$ cat src/rtl/chacha_pkg.sv
// Shared ChaCha20 definitions: word/state widths, sigma constants, launch FSM
// encoding and the 512-bit input-state layout with its assembly helper.
package chacha_pkg;

  localparam int unsigned STATE_W = 512;
  localparam int unsigned WORD_W  = 32;
  localparam int unsigned KEY_W   = 256;
  localparam int unsigned NONCE_W = 96;

  // "expand 32-byte k"
  localparam logic [WORD_W-1:0] SIGMA0 = 32'h61707865;
  localparam logic [WORD_W-1:0] SIGMA1 = 32'h3320646e;
  localparam logic [WORD_W-1:0] SIGMA2 = 32'h79622d32;
  localparam logic [WORD_W-1:0] SIGMA3 = 32'h6b206574;

  typedef enum logic {
    IDLE = 1'b0,
    WAIT = 1'b1
  } launch_state_e;

  // Word 0 sits in the most-significant position.
  typedef struct packed {
    logic [WORD_W-1:0]  sigma0;
    logic [WORD_W-1:0]  sigma1;
    logic [WORD_W-1:0]  sigma2;
    logic [WORD_W-1:0]  sigma3;
    logic [KEY_W-1:0]   key;
    logic [WORD_W-1:0]  ctr;
    logic [NONCE_W-1:0] nonce;
  } chacha_state_t;

  function automatic chacha_state_t assemble_state(input logic [KEY_W-1:0]   key,
                                                   input logic [NONCE_W-1:0] nonce,
                                                   input logic [WORD_W-1:0]  ctr);
    chacha_state_t s;
    s.sigma0 = SIGMA0;
    s.sigma1 = SIGMA1;
    s.sigma2 = SIGMA2;
    s.sigma3 = SIGMA3;
    s.key    = key;
    s.ctr    = ctr;
    s.nonce  = nonce;
    return s;
  endfunction

endpackage

$ cat src/rtl/chacha_ks_serializer.sv
// Block buffer + beat serializer for the keystream. Holds one 512-bit block,
// presents it MS-beat first on a valid/ready stream, and remembers that one
// more finished block is waiting in the core (pending) so it can be swapped in
// on the last-beat accept without a bubble.
//   blk_valid/blk_data : finished core block (blk_data also used for pending reload)
//   ks_*               : keystream stream
//   pending            : a finished block is parked in the core
//   can_take_c         : a block arriving this cycle would go straight into the buffer
//   occupied_next_c    : buffer or pending will be occupied after this edge
module chacha_ks_serializer
  import chacha_pkg::*;
#(
  parameter int unsigned OUT_W = 128
) (
  input  logic               clk,
  input  logic               rst_n,
  input  logic               blk_valid,
  input  logic [STATE_W-1:0] blk_data,
  input  logic               ks_ready,
  output logic               ks_valid,
  output logic [OUT_W-1:0]   ks_data,
  output logic               ks_last,
  output logic               pending,
  output logic               can_take_c,
  output logic               occupied_next_c
);

  localparam int unsigned BEATS  = STATE_W / OUT_W;
  localparam int unsigned BEAT_W = (BEATS > 1) ? $clog2(BEATS) : 1;

  logic [STATE_W-1:0] blk_q, blk_d;
  logic [BEAT_W-1:0]  beat_q, beat_d;
  logic               full_d, pend_d, last_d;
  logic               accept, last_acc;

  // Buffer shifts left on each accept so the current beat is always the top slice.
  assign ks_data = blk_q[STATE_W-1 -: OUT_W];

  // Next-state for buffer, beat index, occupancy and pending flag.
  always_comb begin
    blk_d    = blk_q;
    beat_d   = beat_q;
    full_d   = ks_valid;
    pend_d   = pending;
    accept   = ks_valid && ks_ready;
    last_acc = accept && ks_last;
    can_take_c = !ks_valid || last_acc;

    if (blk_valid && can_take_c) begin
      blk_d  = blk_data;
      beat_d = '0;
      full_d = 1'b1;
    end else if (blk_valid) begin
      pend_d = 1'b1;
    end else if (last_acc) begin
      if (pending) begin
        // Core output is still held stable, reload straight from it.
        blk_d  = blk_data;
        beat_d = '0;
        pend_d = 1'b0;
      end else begin
        full_d = 1'b0;
      end
    end else if (accept) begin
      blk_d  = blk_q << OUT_W;
      beat_d = beat_q + BEAT_W'(1);
    end

    last_d          = full_d && (beat_d == BEAT_W'(BEATS - 1));
    occupied_next_c = full_d || pend_d;
  end

  // Serializer registers.
  always_ff @(posedge clk or negedge rst_n) begin
    if (!rst_n) begin
      blk_q    <= '0;
      beat_q   <= '0;
      ks_valid <= 1'b0;
      ks_last  <= 1'b0;
      pending  <= 1'b0;
    end else begin
      blk_q    <= blk_d;
      beat_q   <= beat_d;
      ks_valid <= full_d;
      ks_last  <= last_d;
      pending  <= pend_d;
    end
  end

endmodule

$ cat src/rtl/chacha_keystream_ctrl.sv
// ChaCha20 keystream controller: holds key/nonce/counter, launches the
// one-round-per-cycle core and streams each result as OUT_W-bit beats.
//   cfg_*          : configuration, accepted only while idle (busy=0)
//   enable         : permit new core starts
//   ks_*           : keystream valid/ready stream, ks_last on final beat of a block
//   ctr_wrap       : sticky, block with counter 0xFFFFFFFF has been issued
//   busy           : core in flight, result pending or buffer non-empty
//   core_*         : start/done handshake and state to/from the core
module chacha_keystream_ctrl
  import chacha_pkg::*;
#(
  parameter int unsigned OUT_W = 128
) (
  input  logic               clk,
  input  logic               rst_n,
  input  logic               cfg_load,
  input  logic [KEY_W-1:0]   cfg_key,
  input  logic [NONCE_W-1:0] cfg_nonce,
  input  logic [WORD_W-1:0]  cfg_ctr,
  input  logic               enable,
  output logic               ks_valid,
  input  logic               ks_ready,
  output logic [OUT_W-1:0]   ks_data,
  output logic               ks_last,
  output logic               ctr_wrap,
  output logic               busy,
  output logic               core_start,
  output logic [STATE_W-1:0] core_state_in,
  input  logic [STATE_W-1:0] core_state_out,
  input  logic               core_done
);

  launch_state_e      state_q, state_d;
  logic [KEY_W-1:0]   key_q, key_eff;
  logic [NONCE_W-1:0] nonce_q, nonce_eff;
  logic [WORD_W-1:0]  ctr_q, ctr_eff, ctr_d;
  logic               wrap_eff, wrap_d, start_d, busy_d;
  logic [STATE_W-1:0] state_in_d;
  logic               cfg_take, blk_done, launch;
  logic               ser_pending, ser_take_c, ser_occ_next_c;

  chacha_ks_serializer #(.OUT_W(OUT_W)) u_ser (
    .clk             (clk),
    .rst_n           (rst_n),
    .blk_valid       (blk_done),
    .blk_data        (core_state_out),
    .ks_ready        (ks_ready),
    .ks_valid        (ks_valid),
    .ks_data         (ks_data),
    .ks_last         (ks_last),
    .pending         (ser_pending),
    .can_take_c      (ser_take_c),
    .occupied_next_c (ser_occ_next_c)
  );

  // Launch FSM, config capture and state assembly. A cfg_load accepted this
  // cycle is bypassed into the launch so the first start uses the new config.
  always_comb begin
    cfg_take  = cfg_load && !busy;
    key_eff   = cfg_take ? cfg_key   : key_q;
    nonce_eff = cfg_take ? cfg_nonce : nonce_q;
    ctr_eff   = cfg_take ? cfg_ctr   : ctr_q;
    wrap_eff  = cfg_take ? 1'b0      : ctr_wrap;
    blk_done  = (state_q == WAIT) && core_done;

    state_d    = state_q;
    launch     = 1'b0;
    start_d    = 1'b0;
    state_in_d = core_state_in;
    ctr_d      = ctr_eff;
    wrap_d     = wrap_eff;

    case (state_q)
      IDLE: begin
        if (enable && !wrap_eff && !ser_pending) launch = 1'b1;
      end
      WAIT: begin
        // Relaunch on the done cycle when the result will not need parking.
        if (core_done) begin
          if (enable && !wrap_eff && ser_take_c) launch = 1'b1;
          else                                   state_d = IDLE;
        end
      end
      default: state_d = IDLE;
    endcase

    if (launch) begin
      start_d    = 1'b1;
      state_in_d = assemble_state(key_eff, nonce_eff, ctr_eff);
      ctr_d      = ctr_eff + WORD_W'(1);
      if (ctr_eff == '1) wrap_d = 1'b1;
      state_d    = WAIT;
    end

    busy_d = (state_d == WAIT) || ser_occ_next_c;
  end

  // Controller registers.
  always_ff @(posedge clk or negedge rst_n) begin
    if (!rst_n) begin
      state_q       <= IDLE;
      key_q         <= '0;
      nonce_q       <= '0;
      ctr_q         <= '0;
      ctr_wrap      <= 1'b0;
      core_start    <= 1'b0;
      core_state_in <= '0;
      busy          <= 1'b0;
    end else begin
      state_q       <= state_d;
      key_q         <= key_eff;
      nonce_q       <= nonce_eff;
      ctr_q         <= ctr_d;
      ctr_wrap      <= wrap_d;
      core_start    <= start_d;
      core_state_in <= state_in_d;
      busy          <= busy_d;
    end
  end

endmodule
$ cat config.mk
export PLATFORM = sky130hd
export DESIGN_NAME = chacha_keystream_ctrl
export DESIGN_NICKNAME = d
export VERILOG_FILES = /design/src/rtl/chacha_pkg.sv /design/src/rtl/chacha_ks_serializer.sv /design/src/rtl/chacha_keystream_ctrl.sv
export SDC_FILE = /design/constraint.sdc
export NUM_CORES = 2
export LEC_CHECK = 0
export ABC_AREA = 1
export BUFFER_PORTS_ARGS = -buffer_cell sky130_fd_sc_hd__buf_2
export CELL_PAD_IN_SITES_DETAIL_PLACEMENT = 1
export CELL_PAD_IN_SITES_GLOBAL_PLACEMENT = 1
export CORE_AREA = 2 2 600 602
export CTS_BUF_LIST = sky130_fd_sc_hd__clkbuf_16
export DETAILED_ROUTE_END_ITERATION = 10
export DIE_AREA = 0 0 602 604
export PLACE_DENSITY = 0.38
export SETUP_SLACK_MARGIN = 0.1
export SLEW_MARGIN = 0
export SYNTH_ARGS = -nofsm -noshare
export SYNTH_HDL_FRONTEND = slang
export SYNTH_SLANG_ARGS = --single-unit
$ cat constraint.sdc
create_clock -name clk -period 1.9 [get_ports clk]
set_input_delay 0.57 -clock clk [delete_from_list [all_inputs] [get_ports clk]]
set_output_delay 0.57 -clock clk [all_outputs]
set_load 0.01 [all_outputs]
==> flow_summary.toml <==
[clocking]
cts_root_buffer = "clkbuf_16"
clkLatencyLatePin_ns = 0.90
htreeDepth = 4
clock_tree.buffer_depth = 4
numCtsBuffers = 177
cts_tree = "built"
path_clk_slew_ns = 0.06
cts_sinks = 1290

[yosys]
synth.yosys.seq_area_share_pct = 59.3
syn_area_per_cell_sq_um = 8.96
ys_seq_elements = 1290
synth_cells = 6083
synth.distinct_cells = 30
synth_area_sq_mm = 0.0545
yosysWarnings = 0

[timing]
fmax_ghz = 0.442
clock_skew_ns = 0.0648
finalSetupViolCount = 1471
drv_slew = 0
rsz0062_at_grt = "true"
maxSlewHeadroom_pct = 59.6
finalHoldViolCount = 0
setup_slack_ns = -0.364
worst_slew_pin_slew_ns = 0.606
whs_ns = 0.0588
finalCriticalPeriod_ns = 2.26
finalSetupTns_ns = -159.14
period_share_pct = 119

[route]
drt_iter0_markers = 3020
drtAntennaViolNets = 0
drc_errors = 0
vias_per_cell = 4.03
drt-total-wl_um = 332000
drt_first_pass_iters = 5
via_count = 55400
wl_per_cell_um = 24.2

[place]
portBuffers = 1474
pre_cts_slack_ns = -0.553
dp_hpwl_um = 238000
place_congestion = 0.852

[run]
drv_cap = 0

[die]
io_pins = 1547
core_sq_mm = 0.358
rows = 220
initial_core_util_pct = 15.2
die-area_sq_mm = 0.364
chipWidth_um = 602
die_y_um = 604

[worst_setup_path]
arrival_ns = 1.69
worstSetupStartpointType = "flip-flop"
crit_required_ns = 1.33
critPathKind = "reg2out"
crit_fanout = 15
endpoint_kind = "output port"

[layout]
layout_commonest_cell = "nand2_1"
drive_gt1_share_pct = 34.4
fill_cells = 41300
fin_nets = 9671
areaGrowthSynthToFinish_pct = 71.9
mostFrequentLayoutCells = "nand2_1 (1,549), buf_2 (1,361), dfrtp_1 (1,240)"

[global_routing]
antenna_found_initial = 131
track_usage_pct = 16.4
grt_max_degree = 91
grt_overflow_total = 0
grt_pass1_wl_um = 436000
grt_pass1_vias = 57500

[run_status]
outcome = "finished with violations"
violations = "setup timing"

[pwr]
power.density_mw_per_mm2 = 1660
vdd_drop_max_v = 0.000741
power_leakage_nw = 42.3

[hold_path]
hold_path_class = "in2reg"
worst max-delay path: stages, from the launching register on:
cell	delay (ns)
dfrtp_4	0.51
buf_6	0.16
buf_2	0.14
layout make-up:
cell class | instances | area, sq um | share of cell area (%)
Clock inverter | 140 | 981 | 1.05
Sequential cell | 1290 | 32300 | 34.5
Clock buffer | 179 | 4480 | 4.78
Tap cell | 4773 | 5970 | 6.38
Timing Repair Buffer | 3116 | 28200 | 30.1
Multi-Input combinational cell | 3998 | 20800 | 22.3
Inverter | 185 | 699 | 0.747
Antenna cell | 54 | 135 | 0.144
per-layer routing:
layer | vias up | routed length [um] | GRT usage, % | share of wire [%]
li1 | 25400 | - | - | -
met2 | 1418 | 167000 | 29.2 | 50
met5 | - | 139 | 0 | 0.042
met1 | 28000 | 136000 | 19.5 | 41
met4 | 22 | 12200 | 5.71 | 3.7
met3 | 551 | 16500 | 3.47 | 5.0
timing repair:
action | in CTS | in global routing
endpoints found under the hold margin | 1770 | 3
hold buffers | 783 | 3
gates cloned | 24 | 126
pin swaps | 56 | 77
buffers inserted | 62 | 139
endpoints found under the setup margin | 1595 | 1723
gates resized for setup | 450 | 794
where the power goes:
| group | internal, mW | leakage [nW] | switching, mW | total [mW] |
|---|---|---|---|---|
| Combinational | 33.7 | 24.0 | 39.1 | 72.8 |
| Clock | 18.4 | 2.86 | 14.1 | 32.6 |
| Sequential | 40.6 | 15.5 | 9.03 | 49.7 |
cells by family (layout without fill, tap and decap cells):
kind of cell | after synthesis | after routing | synth area share [%]
xor+xnor | 18 | 18 | 0.289
buf+inv | 866 | 3620 | 8.31
compound gates | 914 | 914 | 10.1
flops | 1290 | 1290 | 59.3
other cells | 1 | 126 | 0.00688
fa+ha+maj | 1 | 1 | 0.0230
simple gates | 2993 | 2993 | 22.0
cell usage after synthesis, drive strengths merged:
library cell,number,area [sq um]
nand2,1631,6120
dfrtp,1290,32300
nor2,797,3010
a31oi,749,4690
nand3,553,2770
buf,511,3200
inv,184,691
clkbuf,170,638
o21ai,163,820
xor2,16,140
nand4,4,25.0
a21oi,2,13.8
nand3b,2,15.0
nor3,2,10.0
or2,2,12.5
xnor2,2,17.5
clkinv,1,3.75
conb,1,3.75
ha,1,12.5
nor3b,1,7.51
or3,1,6.26
through the flow:
stage,instances,power (mW),utilization (%),cell area [sq um]
2_1_floorplan,6154,75.3,-,55000
3_3_place_gp,12200,100,19.5,69800
3_5_place_dp,12200,102,19.5,69800
4_1_cts,13400,142,24.0,85800
5_1_grt,13700,165,26.2,93600
6_report,13700,155,26.2,93600
worst paths after layout:
check,cells after the start,slack [ns],from,to
setup / recovery,2,-0.36,core_state_in[386],core_state_in[451]
hold / removal,3,0.06,core_state_out[75],u_ser.blk_q[75]
setup reg to reg,14,-0.25,busy,core_state_in[256]
hold reg to reg,2,0.47,key_q[15],key_q[15]
max in group asynchronous,5,0.70,rst_n,u_ser.blk_q[502]
min in group asynchronous,2,0.29,rst_n,u_ser.blk_q[49]
flip-flops by register name, summed over array words and instances (netlist names):
signal          cells
busy                1
core_start          1
core_state_in     385
ctr_q              32
ctr_wrap            1
key_q             256
nonce_q            96
state_q             1
u_ser.beat_q        2
u_ser.blk_q       512
u_ser.ks_last       1
u_ser.ks_valid      1
u_ser.pending       1
(Power assumes the default switching activity.)
